$ cat src/rtl/mulfold_for_1483.sv
// Two-stage multiply-and-fold front end for the GF(1483) Barrett reducer.
// Optional operand range flag compiled in with MULFOLD1483_RANGE_CHK_EN.
module mulfold_for_1483 #(
  parameter int Q      = 1483,
  parameter int K      = 11,
  parameter int FOLD_C = 1518592,
  parameter int TAG_W  = 4
) (
  input  logic               clk,
  input  logic               rst_n,
  input  logic               in_valid,
  output logic               in_ready,
  input  logic [K-1:0]       in_a,
  input  logic [K-1:0]       in_b,
  input  logic [TAG_W-1:0]   in_tag,
  output logic               out_valid,
  input  logic               out_ready,
  output logic [2*K-2:0]     out_din_a,
  output logic [TAG_W-1:0]   out_tag,
  output logic               out_err
);

  localparam int PW = 2 * K;
  localparam int FW = 2 * K - 1;
  localparam logic [PW-1:0] FOLD_P = PW'(FOLD_C);

  // The fold constant must be a multiple of Q or the folded value loses congruence.
  if (FOLD_C != Q * 1024) begin : g_bad_fold_c
    $error("FOLD_C must equal Q*2^10");
  end

  logic              s1_valid;
  logic [PW-1:0]     s1_p;
  logic [TAG_W-1:0]  s1_tag;
  logic              s2_valid;
  logic [FW-1:0]     s2_f;
  logic [TAG_W-1:0]  s2_tag;

  logic              adv1;
  logic              adv2;
  logic [PW-1:0]     prod;
  logic [FW-1:0]     fold_f;

  // A stage may load when it is empty or its content leaves this cycle.
  assign adv2     = !s2_valid || out_ready;
  assign adv1     = !s1_valid || adv2;
  assign in_ready = adv1;

  assign prod = PW'(in_a) * PW'(in_b);

  // Single conditional subtract; out-of-range products simply truncate.
  always_comb begin
    fold_f = FW'(s1_p);
    if (s1_p >= FOLD_P) begin
      fold_f = FW'(s1_p - FOLD_P);
    end
  end

  // NOTE: sequential state uses non-blocking assignments so every register
  // samples the pre-edge values regardless of block evaluation order.
  // NOTE: data registers are reset too, so out_din_a/out_tag read 0 the
  // moment rst_n falls instead of showing stale beats.
  always_ff @(posedge clk or negedge rst_n) begin
    if (!rst_n) begin
      s1_valid <= 1'b0;
      s1_p     <= '0;
      s1_tag   <= '0;
      s2_valid <= 1'b0;
      s2_f     <= '0;
      s2_tag   <= '0;
    end else begin
      if (adv2) begin
        s2_valid <= s1_valid;
        if (s1_valid) begin
          s2_f   <= fold_f;
          s2_tag <= s1_tag;
        end
      end
      if (adv1) begin
        s1_valid <= in_valid;
        if (in_valid) begin
          s1_p   <= prod;
          s1_tag <= in_tag;
        end
      end
    end
  end

  assign out_valid = s2_valid;
  assign out_din_a = s2_f;
  assign out_tag   = s2_tag;

`ifdef MULFOLD1483_RANGE_CHK_EN
  localparam logic [K-1:0] Q_K = K'(Q);

  logic in_err;
  logic s1_err;
  logic s2_err;

  assign in_err = (in_a >= Q_K) || (in_b >= Q_K);

  // The error flag follows exactly the same load enables as its beat.
  always_ff @(posedge clk or negedge rst_n) begin
    if (!rst_n) begin
      s1_err <= 1'b0;
      s2_err <= 1'b0;
    end else begin
      if (adv2 && s1_valid) begin
        s2_err <= s1_err;
      end
      if (adv1 && in_valid) begin
        s1_err <= in_err;
      end
    end
  end

  assign out_err = s2_err;
`else
  assign out_err = 1'b0;
`endif

endmodule

$ cat config.mk
export PLATFORM = sky130hd
export DESIGN_NAME = mulfold_for_1483
export DESIGN_NICKNAME = d
export VERILOG_FILES = /design/src/rtl/mulfold_for_1483.sv
export SDC_FILE = /design/constraint.sdc
export NUM_CORES = 1
export LEC_CHECK = 0
export CAP_MARGIN = 15
export CORE_MARGIN = 8
export CORE_UTILIZATION = 35
export CTS_CLUSTER_SIZE = 28
export DETAILED_ROUTE_END_ITERATION = 12
export GPL_TIMING_DRIVEN = 0
export MAX_ROUTING_LAYER = met4
export PLACE_DENSITY_LB_ADDON = 0.25
export REMOVE_ABC_BUFFERS = 1
export SKIP_LAST_GASP = 1
export SYNTH_ARGS = -nofsm -noshare
export SYNTH_HDL_FRONTEND = slang
export SYNTH_SLANG_ARGS = --single-unit
$ cat constraint.sdc
create_clock -name clk -period 2.4 [get_ports clk]
set_input_delay 0.48 -clock clk [delete_from_list [all_inputs] [get_ports clk]]
set_output_delay 0.48 -clock clk [all_outputs]
set_load 0.1 [all_outputs]
==> metrics.txt <==
WL final=~16000 um; drt initial violations=about 220; IO buf count=56; Die ar.=between 20000 and 25000 sq um; Antenna diodes=0; simple-gate share of the synthesized area=0.2182; Synth Area in Adders=0.3698; Pre-Repair DR Iteration Count=4; Max Freq=roughly 0.22 GHz; CTS Hold Bufs=0; Die Span Y=151.2 um; Netlist cell types=slightly below 60; Root Driver=clkbuf_16; Bufs on Longest Clock Path=2; synth-to-layout area growth=33.34%; LEAKAGE=~4.0 nW; CP Launch Type=input pin; Residual DRC=0; CP top delay family=adder cells; critical-path cell list=buf_12 -> and2_4 -> fa_1 -> fa_1 -> fa_1 -> fa_1 -> inv_2 -> fa_1 -> inv_2 -> ha_4 -> nand2_4 -> nor2_1 -> a211oi_4 -> a2111oi_4 -> o31a_1 -> o31ai_1; register area share after synthesis=0.2074; cells on worst reg2reg path=8; Synth Area in XOR/XNOR=0.01644; crit end category=register; Core Area=17960 sq um; Most used DFF post-synth=dfrtp_1; CTS buffer count=5; mux contribution to synthesized area=0.004891; unrepaired setup endpoints after global routing=true; clock-pin slew on the worst setup and hold paths=~0.070 ns; # rows=49; Detail Placement HPWL=11440 um; Cells after Synth=between 700 and 800; vias in the first global route=around 5400; peak supply drop=1025 uV; clock sink total=53; Final Hold Viols=0; headroom to the max-slew limit=0.3263; fraction of layout cells with a size suffix above 1=0.2418; WL/cell=between 10 and 15 um; IO Count=58; Most Crowded Layer GR=met2; routability congestion estimate=0.7797; fin crit period=roughly 4.6 ns; violated checks=negative setup slack; TritonCTS clock tree=done; Top cell by count, worst path=fa_1; setup TNS=-30.86 ns; Initial Util=0.3560; final period utilization=1.896; Worst EP required=roughly 2.6 ns; share of flip-flops with an asynchronous set or reset=1.000; Die X=about 150 um; max-slew violations=0; Worst setup startpoint=in_a[1]; Final WS setup=-2.151 ns; Net count, final=between 900 and 1000; status=finished with violations; Seq cells post-synth=53; CP Class=in -> reg; Worst EP arrival=between 4 and 5 ns; # Max-Cap Violations=0; antenna violations before repair=0; critical path depth in cells=16; total gr overflow=0; PwrDens=~1500 nW/um^2; Worst Tran Pin Value=around 1.0 ns; Critical Path Slowest Stage Cell=fa_1; largest cells by area after synthesis=fa_1, dfrtp_1, ha_1, nand2_1, inv_1; EDFF count, synth=0; clk_skew=0.006586 ns; GR Layer Usage met1=0.1900; R2R Path End=out_din_a[11]; crit path max fanout=6; vias per std cell=around 5; HP Class=in -> async; area leader, netlist=fa_1; met3 Use GR=0.01225; global-route wire length before repair=~26000 um; Compound-Gate Fraction of Synth Area=0.09313; Buf/Inv on CP=3; remaining antenna violation count=0; crit path to=s1_p[20]; final setup vio count=18; share of the synthesized area in the top cell type=0.2504; All-Layer GR Usage=0.1446; Syn Std Cell Area=6395 sq um; DP Worst Slack=-3.899 ns; H-tree level count=2; largest net degree at the start of global routing=39; Reg2Reg Setup Slack=~0.07 ns; largest stage delay on the critical path=approximately 0.58 ns; Worst-Skew Late Latency=0.29 ns; largest family of logic cells by synthesized area=adder cells; r2r startpoint=s1_p[10]; Synth Warn #=0; GR Util met2=0.2473; Vias=about 5200; fin util=0.4747; syn avg cell area=approximately 8.6 sq um
==> flip-flops by register name (all words and copies together), names as in the netlist <==
name and flops:
s1_tag 4, out_din_a 21, s1_p 22, s1_valid 1, out_valid 1, out_tag 4
==> worst register-to-register path, delay by kind of cell, from the launching register on <==
family | cells | cell delay [ns]
AO/OA/AOI/OAI | 4 | 0.87
flip-flops | 1 | 0.43
AND/OR/NAND/NOR | 1 | 0.33
adder cells (fa/ha/maj) | 1 | 0.21
multiplexers | 1 | 0.19
buffers and inverters | 1 | 0.16
==> stage by stage <==
stage               cells  hold slack [ns]  instance area (sq um)  total power [mW]
floorplan             706           0.1844                   6246             6.503
global placement      991           0.4472                   7093             8.071
detailed placement    993           0.4398                   7136             8.114
CTS                  1029           0.1301                   8051             11.56
global route         1048           0.1399                   8527             13.73
finish               1048           0.1206                   8527             12.78
==> cells in the mapped netlist (all sizes together) (3+ instances only) <==
cell type / n
fa: 80
or3: 10
o31ai: 3
nand2: 167
o311ai: 3
a31oi: 9
a211o: 3
o211ai: 4
a21o: 6
xor2: 6
o21ai: 29
inv: 113
ha: 61
nand3: 9
a21oi: 18
nand2b: 5
a211oi: 4
nor2: 14
xnor2: 6
nor4: 4
nor2b: 4
and2: 63
dfrtp: 53
clkbuf: 32
==> cells by family (layout without fill, tap and decap cells) <==
kind of cell | count (synthesis) | after routing
flops | 53 | 53
mux | 3 | 3
fa+ha+maj | 141 | 141
xor+xnor | 12 | 12
buf+inv | 148 | 226
other cells | 1 | 1
compound gates | 92 | 92
simple gates | 291 | 291
==> cell type report <==
type | instances | area (sq um)
Tap cell | 229 | 286.5
Inverter | 113 | 424.2
Fill cell | 1700 | 9437
Clock buffer | 5 | 125.1
Sequential cell | 53 | 1328
Clock inverter | 3 | 68.82
Multi-Input combinational cell | 540 | 5104
Timing Repair Buffer | 105 | 1191
==> report_power, final <==
group	switching (mW)	leakage [nW]	internal, mW
logic	5.80	3.28	4.51
registers	0.298	0.648	1.24
clock network	0.336	0.0944	0.602
==> per-layer routing <==
| metal | up-vias | routed length (um) |
|---|---|---|
| met5 | - | 0 |
| met4 | 0 | 56 |
| met3 | 4 | 409 |
| met2 | 65 | 8119 |
| met1 | 2601 | 6936 |
| li1 | 2494 | - |
==> worst min path at each step <==
stage	startpoint	end	slack, ns	cells after the start
6_report	rst_n	out_din_a[18]	0.12	1
5_1_grt	rst_n	out_din_a[18]	0.14	1
4_1_cts	rst_n	out_din_a[18]	0.13	1
3_5_place_dp	rst_n	out_din_a[16]	0.44	1
3_3_place_gp	s1_tag[1]	out_tag[1]	0.45	2
2_1_floorplan	rst_n	out_din_a[0]	0.18	0
==> cells in the final DEF (no fill, tap or decap), types with 18 or more instances in the layout <==
cell type,synthesis,routed
and2_1,62,55
buf_12,0,18
buf_4,1,34
clkdlybuf4s50_1,0,32
dfrtp_1,53,52
fa_1,80,76
ha_1,61,43
inv_1,113,100
nand2_1,167,142
nand2_2,0,18
o21ai_1,12,21
==> what timing repair did <==
action | in CTS | in global routing
cloned | 0 | 1
setup endpoints to repair | 30 | 29
setup buffers | 29 | 20
resized for setup | 264 | 89
pin swaps | 51 | 80
(Power assumes the default switching activity.)
==> edit (same flow settings) <==
The parameter `TAG_W` goes from 4 to 3.
--- a/src/rtl/mulfold_for_1483.sv
+++ b/src/rtl/mulfold_for_1483.sv
@@ -4,7 +4,7 @@
   parameter int Q      = 1483,
   parameter int K      = 11,
   parameter int FOLD_C = 1518592,
-  parameter int TAG_W  = 4
+  parameter int TAG_W  = 3
 ) (
   input  logic               clk,
   input  logic               rst_n,
Interface: changed (resized in_tag and out_tag); port bits go from 58 to 56. No check against the original RTL was run, so the function may have changed too.
==> edit against the original RTL <==
The flow still finishes with violations (negative setup slack); worst setup slack improved by 0.16 ns; sequential power is 5% lower; design area decreased by 0.90%; non-clock buffer count increased by 5; power is 3.9% lower; critical path type unchanged; global-route usage down 0.66 points; area after synthesis shrank 1.6%; sequential cell count fell by 2; hold slack got worse by 0.024 ns; wire length down 3.2%.
==> edit: results <==
set metrics [dict create \
    cp_max_fo 5 \
    grt_pass1_wl_um 25000 \
    clk_share 0.0172 \
    slowest_delay_ns 0.53 \
    yosysSeqAreaShare 0.203 \
    ys.flop_type "dfrtp_1" \
    sh_seq_area 0.151 \
    met2_usage 0.227 \
    use_met1 0.178 \
    placedInstanceArea_um2 7010 \
    clkTransAtPathRegs_ns 0.06 \
    multi_input_area_um2 5050 \
    multi_input_cells 495 \
    setup_viol 18 \
    violations "negative setup slack" \
    fin_nets 946 \
    clock_skew_ns 0.00381 \
    max_slew_margin 0.336 \
    ys_top_cells_by_area "fa_1, dfrtp_1, ha_1, nand2_1, inv_1" \
    ir_drop_mv 1.09 \
    p_leak_nw 3.93 \
    cp_slowest_cell "fa_2" \
    grt_pass1_vias 5205 \
    pre_cts_ws_ns -3.52 \
    regMostFlops "s1_p" \
    cp.arrival_ns 4.56 \
    largest_register_ffs 22 \
    nFlopsAndLatches 51 \
    vias 4819 \
    track_usage 0.138 \
    hpwl_um 11000 \
    buffer_area_frac 0.151 \
    firstDrtPassIters 5 \
    first_iter_violations 122 \
    gp_congestion 0.836 \
    setup_slack_ns -1.99 \
    wire_per_inst_um 14.9 \
    status "finished, violations left" \
    fin_util 0.475 \
    antenna_cells 0 \
    drive_gt1_frac 0.288 \
    buffers 110 \
    wl_met3_um 573 \
    nFillCells 1652 \
    m1WireLength_um 7050 \
    ys_types 53 \
    place.port_buffers 54 \
    n_all_inverters 113 \
    gr-usage-met3 0.0157 \
    grt_max_degree 38 \
    fin_tns_setup_ns -30.10 \
    wl_met2_um 7220 \
    synth.avg_cell_area_um2 9.05 \
    ys_top_cells_by_count "nand2_1, inv_1, fa_1" \
]
edit: stage by stage:
step / std cells / total power [W]
2_1_floorplan: 659 / 0.00700
3_3_place_gp: 942 / 0.00843
3_5_place_dp: 944 / 0.00852
4_1_cts: 988 / 0.0115
5_1_grt: 1006 / 0.0132
6_report: 1006 / 0.0123
edit: logic make-up after synthesis:
| family | after synthesis | synth area share |
|---|---|---|
| DFF | 51 | 0.203 |
| adders and majority gates | 141 | 0.376 |
| AOI/OAI and AO/OA | 95 | 0.106 |
| other | 1 | 0.000596 |
| xor gates and xnor gates | 21 | 0.0292 |
| buffers and inverters | 149 | 0.0909 |
| muxes | 15 | 0.0264 |
| and+or+nand+nor | 222 | 0.168 |
edit: what timing repair did:
| item | 4_1_cts | 5_1_grt |
|---|---|---|
| cloned | 2 | 1 |
| gates resized for setup | 295 | 47 |
| endpoints found under the hold margin | 0 | 0 |
| endpoints found under the setup margin | 20 | 19 |
| setup buffers | 34 | 16 |
| pin swaps | 90 | 39 |
edit: worst paths after layout:
path / start / slack, ns / cells past startpoint / endpoint
setup / recovery: in_a[5] / -1.99 / 18 / s1_p[21]$_DFFE_PN0P_
max in group asynchronous: rst_n / 1.80 / 2 / s1_p[8]$_DFFE_PN0P_
setup reg to reg: s1_p[10]$_DFFE_PN0P_ / 0.48 / 7 / out_din_a[11]$_DFFE_PN0P_
hold / removal: rst_n / 0.1 / 1 / out_din_a[20]$_DFFE_PN0P_
min in group clk: s1_p[9]$_DFFE_PN0P_ / 0.47 / 2 / s1_p[9]$_DFFE_PN0P_
hold reg to reg: s1_p[9]$_DFFE_PN0P_ / 0.47 / 2 / s1_p[9]$_DFFE_PN0P_
edit: report_power, final:
group	switching, W	total (W)	internal [W]
combinational	0.00565	0.0101	0.00447
clock	0.000300	0.000683	0.000384
sequential	0.000250	0.00146	0.00121
